**src/rtl/ps2_keymap.sv**
```systemverilog
// PS/2 set-2 scan-code to ASCII/ANSI translator for the terminal input path.
// Prefix/modifier FSM, registered lookup, and an output FIFO with a valid/ready drain.
module ps2_keymap #(
    parameter int unsigned FIFO_DEPTH = 4
) (
    input  logic       clk100,
    input  logic       resetn,
    input  logic [7:0] code,
    input  logic       code_valid,
    output logic [7:0] ascii,
    output logic       ascii_valid,
    input  logic       ascii_ready,
    output logic       caps_lock,
    output logic       overflow
);

    localparam int unsigned AW = $clog2(FIFO_DEPTH);
    localparam logic [AW:0] DEPTH_W = FIFO_DEPTH[AW:0];
    localparam logic [AW:0] SEQ_LEN = 3;

    typedef enum logic [2:0] {S_IDLE, S_EXT, S_BRK, S_EXTBRK, S_SKIP} state_t;

    state_t      state, state_nx;
    logic [2:0]  skip_cnt, skip_nx;
    logic        shift_l, shift_r, ctrl_l, ctrl_r, caps_held;
    logic        shift_l_nx, shift_r_nx, ctrl_l_nx, ctrl_r_nx, caps_nx, held_nx;
    logic        busy, accept, do_make, do_brk, key_ext;

    logic        lut_hit, lut_seq, is_letter;
    logic [7:0]  lut_byte;

    logic        pend_valid, seq_pend, seq_run, seq_step;
    logic [7:0]  pend_byte, seq_arrow;

    logic [7:0]    mem [FIFO_DEPTH];
    logic [AW-1:0] wr_ptr, rd_ptr;
    logic [AW:0]   count, free_eff;
    logic          full, pop, push, drop, space_seq;
    logic [7:0]    push_byte;

    assign busy   = seq_pend | seq_run;
    assign accept = code_valid & ~busy;

    always_comb begin
        state_nx   = state;
        skip_nx    = skip_cnt;
        shift_l_nx = shift_l;
        shift_r_nx = shift_r;
        ctrl_l_nx  = ctrl_l;
        ctrl_r_nx  = ctrl_r;
        caps_nx    = caps_lock;
        held_nx    = caps_held;
        do_make    = 1'b0;
        do_brk     = 1'b0;
        key_ext    = 1'b0;
        if (accept) begin
            case (state)
                S_IDLE: begin
                    if (code == 8'hE0)      state_nx = S_EXT;
                    else if (code == 8'hF0) state_nx = S_BRK;
                    else if (code == 8'hE1) begin
                        state_nx = S_SKIP;
                        skip_nx  = 3'd7;
                    end else do_make = 1'b1;
                end
                S_EXT: begin
                    if (code == 8'hE0)      state_nx = S_EXT;
                    else if (code == 8'hF0) state_nx = S_EXTBRK;
                    else begin
                        do_make  = 1'b1;
                        key_ext  = 1'b1;
                        state_nx = S_IDLE;
                    end
                end
                S_BRK, S_EXTBRK: begin
                    if (code == 8'hE0)      state_nx = S_EXT;
                    else if (code == 8'hF0) state_nx = S_BRK;
                    else begin
                        do_brk   = 1'b1;
                        key_ext  = (state == S_EXTBRK);
                        state_nx = S_IDLE;
                    end
                end
                S_SKIP: begin
                    skip_nx = skip_cnt - 3'd1;
                    if (skip_cnt == 3'd1) state_nx = S_IDLE;
                end
                default: state_nx = S_IDLE;
            endcase
            if (do_make || do_brk) begin
                case ({key_ext, code})
                    9'h012: shift_l_nx = do_make;
                    9'h059: shift_r_nx = do_make;
                    9'h014: ctrl_l_nx  = do_make;
                    9'h114: ctrl_r_nx  = do_make;
                    9'h058: begin
                        // Toggle only on the first make so typematic repeats are ignored
                        if (do_make) begin
                            if (!caps_held) caps_nx = ~caps_lock;
                            held_nx = 1'b1;
                        end else begin
                            held_nx = 1'b0;
                        end
                    end
                    default: ;
                endcase
            end
        end
    end

    always_comb begin
        lut_hit   = 1'b1;
        lut_seq   = 1'b0;
        is_letter = 1'b0;
        lut_byte  = '0;
        if (key_ext) begin
            case (code)
                8'h75: begin lut_seq = 1'b1; lut_byte = 8'h41; end
                8'h72: begin lut_seq = 1'b1; lut_byte = 8'h42; end
                8'h74: begin lut_seq = 1'b1; lut_byte = 8'h43; end
                8'h6B: begin lut_seq = 1'b1; lut_byte = 8'h44; end
                8'h5A: lut_byte = 8'h0D;
                8'h4A: lut_byte = 8'h2F;
                default: lut_hit = 1'b0;
            endcase
        end else begin
            case (code)
                8'h1C: begin is_letter = 1'b1; lut_byte = 8'h61; end
                8'h32: begin is_letter = 1'b1; lut_byte = 8'h62; end
                8'h21: begin is_letter = 1'b1; lut_byte = 8'h63; end
                8'h23: begin is_letter = 1'b1; lut_byte = 8'h64; end
                8'h24: begin is_letter = 1'b1; lut_byte = 8'h65; end
                8'h2B: begin is_letter = 1'b1; lut_byte = 8'h66; end
                8'h34: begin is_letter = 1'b1; lut_byte = 8'h67; end
                8'h33: begin is_letter = 1'b1; lut_byte = 8'h68; end
                8'h43: begin is_letter = 1'b1; lut_byte = 8'h69; end
                8'h3B: begin is_letter = 1'b1; lut_byte = 8'h6A; end
                8'h42: begin is_letter = 1'b1; lut_byte = 8'h6B; end
                8'h4B: begin is_letter = 1'b1; lut_byte = 8'h6C; end
                8'h3A: begin is_letter = 1'b1; lut_byte = 8'h6D; end
                8'h31: begin is_letter = 1'b1; lut_byte = 8'h6E; end
                8'h44: begin is_letter = 1'b1; lut_byte = 8'h6F; end
                8'h4D: begin is_letter = 1'b1; lut_byte = 8'h70; end
                8'h15: begin is_letter = 1'b1; lut_byte = 8'h71; end
                8'h2D: begin is_letter = 1'b1; lut_byte = 8'h72; end
                8'h1B: begin is_letter = 1'b1; lut_byte = 8'h73; end
                8'h2C: begin is_letter = 1'b1; lut_byte = 8'h74; end
                8'h3C: begin is_letter = 1'b1; lut_byte = 8'h75; end
                8'h2A: begin is_letter = 1'b1; lut_byte = 8'h76; end
                8'h1D: begin is_letter = 1'b1; lut_byte = 8'h77; end
                8'h22: begin is_letter = 1'b1; lut_byte = 8'h78; end
                8'h35: begin is_letter = 1'b1; lut_byte = 8'h79; end
                8'h1A: begin is_letter = 1'b1; lut_byte = 8'h7A; end
                8'h16: lut_byte = (shift_l | shift_r) ? 8'h21 : 8'h31;
                8'h1E: lut_byte = (shift_l | shift_r) ? 8'h40 : 8'h32;
                8'h26: lut_byte = (shift_l | shift_r) ? 8'h23 : 8'h33;
                8'h25: lut_byte = (shift_l | shift_r) ? 8'h24 : 8'h34;
                8'h2E: lut_byte = (shift_l | shift_r) ? 8'h25 : 8'h35;
                8'h36: lut_byte = (shift_l | shift_r) ? 8'h5E : 8'h36;
                8'h3D: lut_byte = (shift_l | shift_r) ? 8'h26 : 8'h37;
                8'h3E: lut_byte = (shift_l | shift_r) ? 8'h2A : 8'h38;
                8'h46: lut_byte = (shift_l | shift_r) ? 8'h28 : 8'h39;
                8'h45: lut_byte = (shift_l | shift_r) ? 8'h29 : 8'h30;
                8'h4E: lut_byte = (shift_l | shift_r) ? 8'h5F : 8'h2D;
                8'h55: lut_byte = (shift_l | shift_r) ? 8'h2B : 8'h3D;
                8'h54: lut_byte = (shift_l | shift_r) ? 8'h7B : 8'h5B;
                8'h5B: lut_byte = (shift_l | shift_r) ? 8'h7D : 8'h5D;
                8'h5D: lut_byte = (shift_l | shift_r) ? 8'h7C : 8'h5C;
                8'h4C: lut_byte = (shift_l | shift_r) ? 8'h3A : 8'h3B;
                8'h52: lut_byte = (shift_l | shift_r) ? 8'h22 : 8'h27;
                8'h41: lut_byte = (shift_l | shift_r) ? 8'h3C : 8'h2C;
                8'h49: lut_byte = (shift_l | shift_r) ? 8'h3E : 8'h2E;
                8'h4A: lut_byte = (shift_l | shift_r) ? 8'h3F : 8'h2F;
                8'h0E: lut_byte = (shift_l | shift_r) ? 8'h7E : 8'h60;
                8'h29: lut_byte = 8'h20;
                8'h5A: lut_byte = 8'h0D;
                8'h66: lut_byte = 8'h08;
                8'h0D: lut_byte = 8'h09;
                8'h76: lut_byte = 8'h1B;
                default: lut_hit = 1'b0;
            endcase
            if (is_letter) begin
                if (ctrl_l | ctrl_r)                     lut_byte = lut_byte & 8'h1F;
                else if ((shift_l | shift_r) ^ caps_lock) lut_byte = lut_byte & 8'hDF;
            end
        end
    end

    assign pop         = ascii_valid & ascii_ready;
    assign full        = (count == DEPTH_W);
    assign free_eff    = DEPTH_W - count + {{AW{1'b0}}, pop};
    assign space_seq   = (free_eff >= SEQ_LEN);
    assign ascii_valid = (count != '0);
    assign ascii       = ascii_valid ? mem[rd_ptr] : '0;

    // A sequence reserves all three slots up front, so its later bytes never need a space check
    always_comb begin
        push      = 1'b0;
        drop      = 1'b0;
        push_byte = '0;
        if (pend_valid) begin
            if (!full || pop) begin
                push      = 1'b1;
                push_byte = pend_byte;
            end else drop = 1'b1;
        end else if (seq_pend) begin
            if (space_seq) begin
                push      = 1'b1;
                push_byte = 8'h1B;
            end else drop = 1'b1;
        end else if (seq_run) begin
            push      = 1'b1;
            push_byte = seq_step ? seq_arrow : 8'h5B;
        end
    end

    always_ff @(posedge clk100) begin
        if (push) mem[wr_ptr] <= push_byte;
    end

    always_ff @(posedge clk100) begin
        if (!resetn) begin
            state      <= S_IDLE;
            skip_cnt   <= '0;
            shift_l    <= 1'b0;
            shift_r    <= 1'b0;
            ctrl_l     <= 1'b0;
            ctrl_r     <= 1'b0;
            caps_lock  <= 1'b0;
            caps_held  <= 1'b0;
            pend_valid <= 1'b0;
            pend_byte  <= '0;
            seq_pend   <= 1'b0;
            seq_run    <= 1'b0;
            seq_step   <= 1'b0;
            seq_arrow  <= '0;
            wr_ptr     <= '0;
            rd_ptr     <= '0;
            count      <= '0;
            overflow   <= 1'b0;
        end else begin
            state      <= state_nx;
            skip_cnt   <= skip_nx;
            shift_l    <= shift_l_nx;
            shift_r    <= shift_r_nx;
            ctrl_l     <= ctrl_l_nx;
            ctrl_r     <= ctrl_r_nx;
            caps_lock  <= caps_nx;
            caps_held  <= held_nx;
            pend_valid <= do_make & lut_hit & ~lut_seq;
            pend_byte  <= lut_byte;
            seq_pend   <= do_make & lut_hit & lut_seq;
            if (do_make && lut_seq) seq_arrow <= lut_byte;
            if (seq_pend && space_seq) begin
                seq_run  <= 1'b1;
                seq_step <= 1'b0;
            end else if (seq_run) begin
                if (seq_step) seq_run <= 1'b0;
                seq_step <= 1'b1;
            end
            if (push) wr_ptr <= wr_ptr + 1'b1;
            if (pop)  rd_ptr <= rd_ptr + 1'b1;
            case ({push, pop})
                2'b10:   count <= count + 1'b1;
                2'b01:   count <= count - 1'b1;
                default: count <= count;
            endcase
            if (drop || (code_valid && busy)) overflow <= 1'b1;
        end
    end

endmodule

```
**config.mk**
```make
export PLATFORM = sky130hd
export DESIGN_NAME = ps2_keymap
export DESIGN_NICKNAME = d
export VERILOG_FILES = /design/src/rtl/ps2_keymap.sv
export SDC_FILE = /design/constraint.sdc
export NUM_CORES = 1
export LEC_CHECK = 0
export ABC_AREA = 1
export BUFFER_PORTS_ARGS = -buffer_cell sky130_fd_sc_hd__clkbuf_2
export CORE_ASPECT_RATIO = 1.5
export CORE_MARGIN = 1.5
export CORE_UTILIZATION = 45
export CTS_BUF_LIST = sky130_fd_sc_hd__clkbuf_8
export CTS_CLUSTER_SIZE = 28
export DETAILED_ROUTE_END_ITERATION = 6
export GPL_TIMING_DRIVEN = 0
export PLACE_DENSITY = 0.7
export SYNTH_ARGS = -nofsm -noshare
export SYNTH_HDL_FRONTEND = slang
export SYNTH_SLANG_ARGS = --single-unit
```
**constraint.sdc**
```tcl
create_clock -name clk100 -period 4 [get_ports clk100]
set_clock_uncertainty 0.05 [all_clocks]
set_input_delay 0 -clock clk100 [delete_from_list [all_inputs] [get_ports clk100]]
set_output_delay 0 -clock clk100 [all_outputs]
set_load 0.02 [all_outputs]
```
## Word level (Yosys, flattened, before mapping)

Memory sizes are Yosys's and may differ from the RTL's. A register that Yosys moved wholly into a read port is not among the register bits.
Index checks and enable logic that the tools add are counted.

| word-level totals | value |
|---|---|
| word-level logic and storage cells | 230 |
| output and inout port bits | 11 |
| input port bits | 12 |
| register bits after elaboration | 40 |
| memories kept | 1 |
| RAM bits | 32 |

| operators by class | value |
|---|---|
| eq/ne operators | 77 |
| bitwise gates (word level) | 14 |
| magnitude comparators | 1 |
| $add $sub $neg | 7 |
| multiplexer cells | 87 |
| reductions and logical operators | 25 |

Memory list:

| name | depth | width | read ports | clocked after memory_dff | write ports | RTL line | RTL |
|---|---|---|---|---|---|---|---|
| mem | 4 | 8 | 1 | 1 | 1 | 35 | `logic [7:0] mem [FIFO_DEPTH];` |

Operators by type and width:

| operator | number |
|---|---|
| $pmux 7 s52 | 1 |
| $eq 8x7->1 const B | 24 |
| $eq 8x6->1 const B | 23 |
| $mux 5 | 14 |
| $eq 8x5->1 const B | 7 |
| $mux 8 | 7 |
| $reduce_or 52->1 | 1 |
| $pmux 7 s6 | 1 |
| $mux 1 | 36 |
| $mux 7 | 5 |
| $reduce_or 26->1 | 1 |
| $eq 8x8->1 const B | 3 |
| $mux 3 | 8 |
| $mux 6 | 4 |
| $eq 9x5->1 const B | 2 |
| $eq 9x7->1 const B | 2 |
| $reduce_and 3->1 | 6 |
| $eq 8x4->1 const B | 2 |
| $mux 2 | 6 |
| $pmux 3 s2 | 2 |
| $pmux 3 s4 | 1 |
| $reduce_and 5->1 | 2 |
| $eq 9x9->1 const B | 1 |
| $ne 2x2->1 const B | 4 |
| other kinds (26) | 48 |

## Logic depth before layout (Yosys ltp)

| logic depth | value |
|---|---|
| word-level depth | 9 |
| mapped depth | 21 |
| depth with buffers taken out | 21 |

## Worst setup path before layout

No wires, ideal clock.

| path | value |
|---|---|
| path kind | register to register |
| start point | register count[0] |
| end point | register count[2] |
| library setup time | 0.122 ns |
| buffers on the path | 0 |
| required time | 3.828 ns |
| stages on the path, launching flop included | 21 |
| arrival time | 3.140 ns |
| clock period less this slack | 3.312 ns |
| path slack | 0.688 ns |
| cell sequence | dfxtp_1 nor2_1 nand2_1 inv_1 nor2_1 inv_1 ha_1 inv_1 ha_1 a21oi_1 nor2_1 o21ai_1 nand2_1 inv_2 ha_1 inv_1 fa_1 a21oi_1 o21ai_0 o21ai_0 a21oi_1 |

| between the ends | value |
|---|---|
| longest elaborated chain between the ends | 9 |
| elaborated cells between the ends (all ways) | 18 |
| classes of those cells | add/sub: 4; order compare: 1; eq/ne: 3; mux: 5; bitwise: 1; reduce/logical: 4 |

Ends and longest elaborated chain:

| element | RTL line | RTL |
|---|---|---|
| from (decl) | 37 | `logic [AW:0] count, free_eff;` |
| from (signal assigned) | 264 | `2'b10: count <= count + 1'b1;` |
| from (signal assigned) | 265 | `2'b01: count <= count - 1'b1;` |
| from (signal assigned) | 266 | `default: count <= count;` |
| $reduce_bool 3->1 * | 193 | `assign ascii_valid = (count != '0);` |
| named net ascii_valid | 11 | `output logic ascii_valid,` |
| $and 1x1->1 * | 189 | `assign pop = ascii_valid & ascii_ready;` |
| named net pop | 38 | `logic full, pop, push, drop, space_seq;` |
| $add 3x1->3 | 191 | `assign free_eff = DEPTH_W - count + {{AW{1'b0}}, pop};` |
| $ge 3x2->1 | 192 | `assign space_seq = (free_eff >= SEQ_LEN);` |
| $mux 1 | 207 | `if (space_seq) begin` |
| $mux 1 | 206 | `end else if (seq_pend) begin` |
| $mux 1 | 201 | `if (pend_valid) begin` |
| $eq 2x1->1 / $eq 2x2->1 (equally long branches) | 263 | `case ({push, pop})` |
| $pmux 3 s2 / $reduce_bool 2->1 (equally long branches) | n/a |  |

Mark *: on every way through the listed nets, which the timed path passes. The rest lies on a longest branch.
A chain may end at the register's enable or synchronous reset.

## Worst setup path in the final report

| path | value |
|---|---|
| start point | register count[0] |
| end point | register count[2] |

| between the ends | value |
|---|---|
| longest elaborated chain between the ends | 9 |
| elaborated cells between the ends (all ways) | 18 |
| classes of those cells | add/sub: 4; order compare: 1; eq/ne: 3; mux: 5; bitwise: 1; reduce/logical: 4 |

Ends and longest elaborated chain:

| element | RTL line |
|---|---|
| $reduce_bool 3->1 * | 193 |
| $and 1x1->1 * | 189 |
| named net pop | 38 |
| $add 3x1->3 | 191 |
| $ge 3x2->1 | 192 |
| $mux 1 | 207 |
| $mux 1 | 206 |
| $mux 1 | 201 |
| $eq 2x1->1 / $eq 2x2->1 (equally long branches) | 263 |
| $pmux 3 s2 / $reduce_bool 2->1 (equally long branches) | n/a |

Marked as above.

==> metrics.md <==
| Metric | Value |
|---|---|
| Slowest-stage cell, CP | `fa_1` |
| Worst Setup End Kind | `flop` |
| Largest net degree at the start of global routing | `13` |
| Ys Warns | `0` |
| Initial core utilization | `between 40% and 50%` |
| Placed cells | `around 800` |
| Number of synthesized flops with an enable pin | `28` |
| Vias per cell | `~5.5` |
| RSZ-0062 raised after global routing | `no` |
| Syn Nets | `around 690` |
| Cells after synthesis | `667` |
| Setup crit start kind | `flop` |
| First-pass iteration count of the detailed router | `5` |
| Worst R2R End | `count[2]` |
| Die X | `83.64 um` |
| Initial antenna violation count | `0` |
| Row count | `44` |
| Peak supply drop | `around 340 uV` |
| Hold path depth | `4` |
| Root buf cell | `clkbuf_8` |
| Routed Antenna Nets | `0` |
| Critical path type | `flop to flop` |
| First-pass GRT wire length | `between 20 and 25 mm` |
| Hold Buf Count CTS | `0` |
| Fin nets | `720` |
| Non-filler cells, final | `just over 800` |
| Residual DRC count | `0` |
| Relative slew slack | `48.37%` |
| Largest stage delay, worst path | `roughly 0.38 ns` |
| Cts repair resizes | `0` |
| Reg2reg setup slack | `0.50 ns` |
| GPL Wtd Cong | `about 1.0` |
| HPWL after detailed placement | `roughly 9.7 mm` |
| Setup bufs post-CTS | `0` |
| Worst Path Required | `around 4.2 ns` |
| Avg Synthesized Cell Area | `between 6 and 7 um2` |
| CP Data Arrival Time | `around 3.7 ns` |
| Share of cells above drive strength 1 | `10.95%` |
| Core Area | `9579 um2` |
| Synth Register Bits | `between 60 and 70` |
| Via count | `~4500` |
| Fraction of registers with async set/reset | `0%` |
| Critical path cell sequence | `nor2_1 > nand2_1 > inv_1 > nor2_2 > inv_1 > ha_1 > inv_1 > ha_1 > xor2_1 > a21oi_1 > nor2_1 > o21ai_2 > nand2_1 > inv_2 > ha_1 > inv_1 > fa_1 > a21oi_1 > o21ai_0 > o21ai_0 > a21oi_1` |
| Achievable Freq | `about 290 MHz` |
| Main flop type after synthesis | `dfxtp_1` |
| HP Class | `primary input to flop` |
| Clk_lat worst skew | `between 0.3 and 0.4 ns` |
| HP Start | `ascii_ready` |
| CTS Buffer Depth | `2` |
| Worst hold margin | `around 0.0035 ns` |
| Final Hold Fails | `0` |
| DR iter-0 viols | `approximately 260` |
| Fin crit period | `between 3 and 4 ns` |
| Sequential area share after synthesis | `a little under two fifths` |
| Final non-filler cell area | `~4800 um2` |
| Placed instance area | `between 4000 and 5000 um2` |
| Area of the mapped netlist | `between 4000 and 5000 um2` |
| WL/cell | `between 15 and 20 um` |
| Commonest cells after routing, fill and taps aside | `nand2_1 (174), nor2_1 (131), inv_1 (64), nand3_1 (51), o21ai_0 (44)` |
| RR Startpoint | `count[0]` |
| PortBufs | `20` |
| Final setup viols | `0` |
| CTS tree | `built` |
| Post-Route WL | `roughly 12 mm` |
| Period utilisation layout | `87.51%` |
| Worst-path fanout max | `8` |
| Number of diodes | `0` |
| Cell mode on critical path | `inv_1` |
| Final Util | `around 50%` |
| Clock-pin transition on the worst setup and hold timing paths | `about 0.070 ns` |
| IO Count | `23` |
| Die H | `approximately 120 um` |
| H-tree depth | `3` |
| Count of final max-slew check failures | `0` |
| Most common cell after layout, fill and taps aside | `nand2_1` |
| Leakage Power | `2.370 nW` |
| TNS Setup | `0 ns` |
| Buffers & Inverters on Critical Path | `5` |
| Vias in the first global route | `between 4000 and 5000` |
| TritonCTS Sinks | `a little under 70` |
| Grt ovf | `0` |
| TritonCTS buffer count | `9` |
| GRT Total Usage | `between 20% and 30%` |
| Synth unique cells | `38` |
| Die Footprint | `just over 10000 um2` |
| Worst-Margin Slew | `0.7716 ns` |
| Syn-to-layout area delta | `9.521%` |
| Worst R2R Path Depth | `21` |
| Max Cap Viol | `0` |
| Family with the most delay on the worst path | `adder cells` |
| Outcome | `complete, no violations` |
| PD cells | `roughly 340 nW/um2` |
## report_power, final
| part | leakage, nW | switching [mW] | total [mW] | internal [mW] |
|---|---|---|---|---|
| logic | 1.71 | 0.278 | 0.398 | 0.120 |
| clock network | 0.0864 | 0.259 | 0.480 | 0.221 |
| registers | 0.575 | 0.0235 | 0.769 | 0.745 |
## cell type report
class | instances | area (um2)
clock buffer | 9 | 123.9
clock inverter | 7 | 43.79
timing repair buffer | 20 | 100.1
fill | 996 | 4772
multi-input combinational | 513 | 2402
sequential | 68 | 1642
tap | 115 | 143.9
buffer | 15 | 85.08
inverter | 71 | 266.5
## worst max-delay path by stage
stage                     endpoint  startpoint  slack [ns]  depth (start not counted)
after floorplan           count[2]    count[0]        0.69                         20
after global placement    count[2]    count[0]        0.35                         20
after detailed placement  count[2]    count[0]        0.26                         21
after CTS                 count[2]    count[0]        0.26                         20
after global routing      count[2]    count[0]        0.07                         21
final                     count[2]    count[0]        0.50                         21
## metrics by stage
stage          power, mW  setup WS (ns)
6_report           1.647         0.4995
5_1_grt            1.745        0.07108
4_1_cts            1.662         0.2583
3_5_place_dp       1.181         0.2603
3_3_place_gp       1.165         0.3539
2_1_floorplan      1.063         0.6876
## synthesized netlist by cell type, types with 9 or more instances
library cell	n	area (um2)
nand2_1	174	653.1
nor2_1	132	495.5
inv_1	64	240.2
nand3_1	51	255.2
o21ai_0	44	220.2
dfxtp_1	40	800.8
a21oi_1	38	190.2
edfxtp_1	28	840.8
nand4_1	11	68.82
nor2_2	10	62.56
ha_1	9	112.6
## registers in the layout (all words and copies together), names as in the netlist, named ones only
register    flops
rd_ptr          2
wr_ptr          2
pend_byte       7
pend_valid      1
caps_held       1
seq_step        1
seq_pend        1
state           3
mem            28
shift_r         1
count           3
shift_l         1
caps_lock       1
overflow        1
seq_run         1
seq_arrow       7
ctrl_r          1
ctrl_l          1
skip_cnt        3
## worst reg2reg max path: stages, from the launching register on
cell	delay [ns]
dfxtp_1	0.36
nor2_1	0.16
nand2_1	0.08
inv_1	0.26
nor2_2	0.12
inv_1	0.07
ha_1	0.14
inv_1	0.04
ha_1	0.18
xor2_1	0.14
a21oi_1	0.15
nor2_1	0.10
o21ai_2	0.22
nand2_1	0.14
inv_2	0.13
ha_1	0.15
inv_1	0.06
fa_1	0.38
a21oi_1	0.14
o21ai_0	0.10
o21ai_0	0.16
a21oi_1	0.06
## logic make-up after synthesis
group | Yosys count | synth area share [%]
AO/OA/AOI/OAI | 97 | 11.83
flip-flops | 68 | 37.40
adder cells (fa/ha/maj) | 10 | 3.022
AND/OR/NAND/NOR | 403 | 39.25
XOR/XNOR | 2 | 0.3992
other | 1 | 0.08544
buffers and inverters | 86 | 8.010
## routing by layer
metal | up-vias | GRT usage [%] | part of all wire (%)
li1 | 2224 | - | -
met1 | 2002 | 23.42 | 36
met2 | 174 | 47.83 | 53
met3 | 60 | 3.645 | 4.4
met4 | 0 | 19.06 | 6.5
met5 | - | 0 | 0
Note: power is estimated with default switching activity, not from simulation.
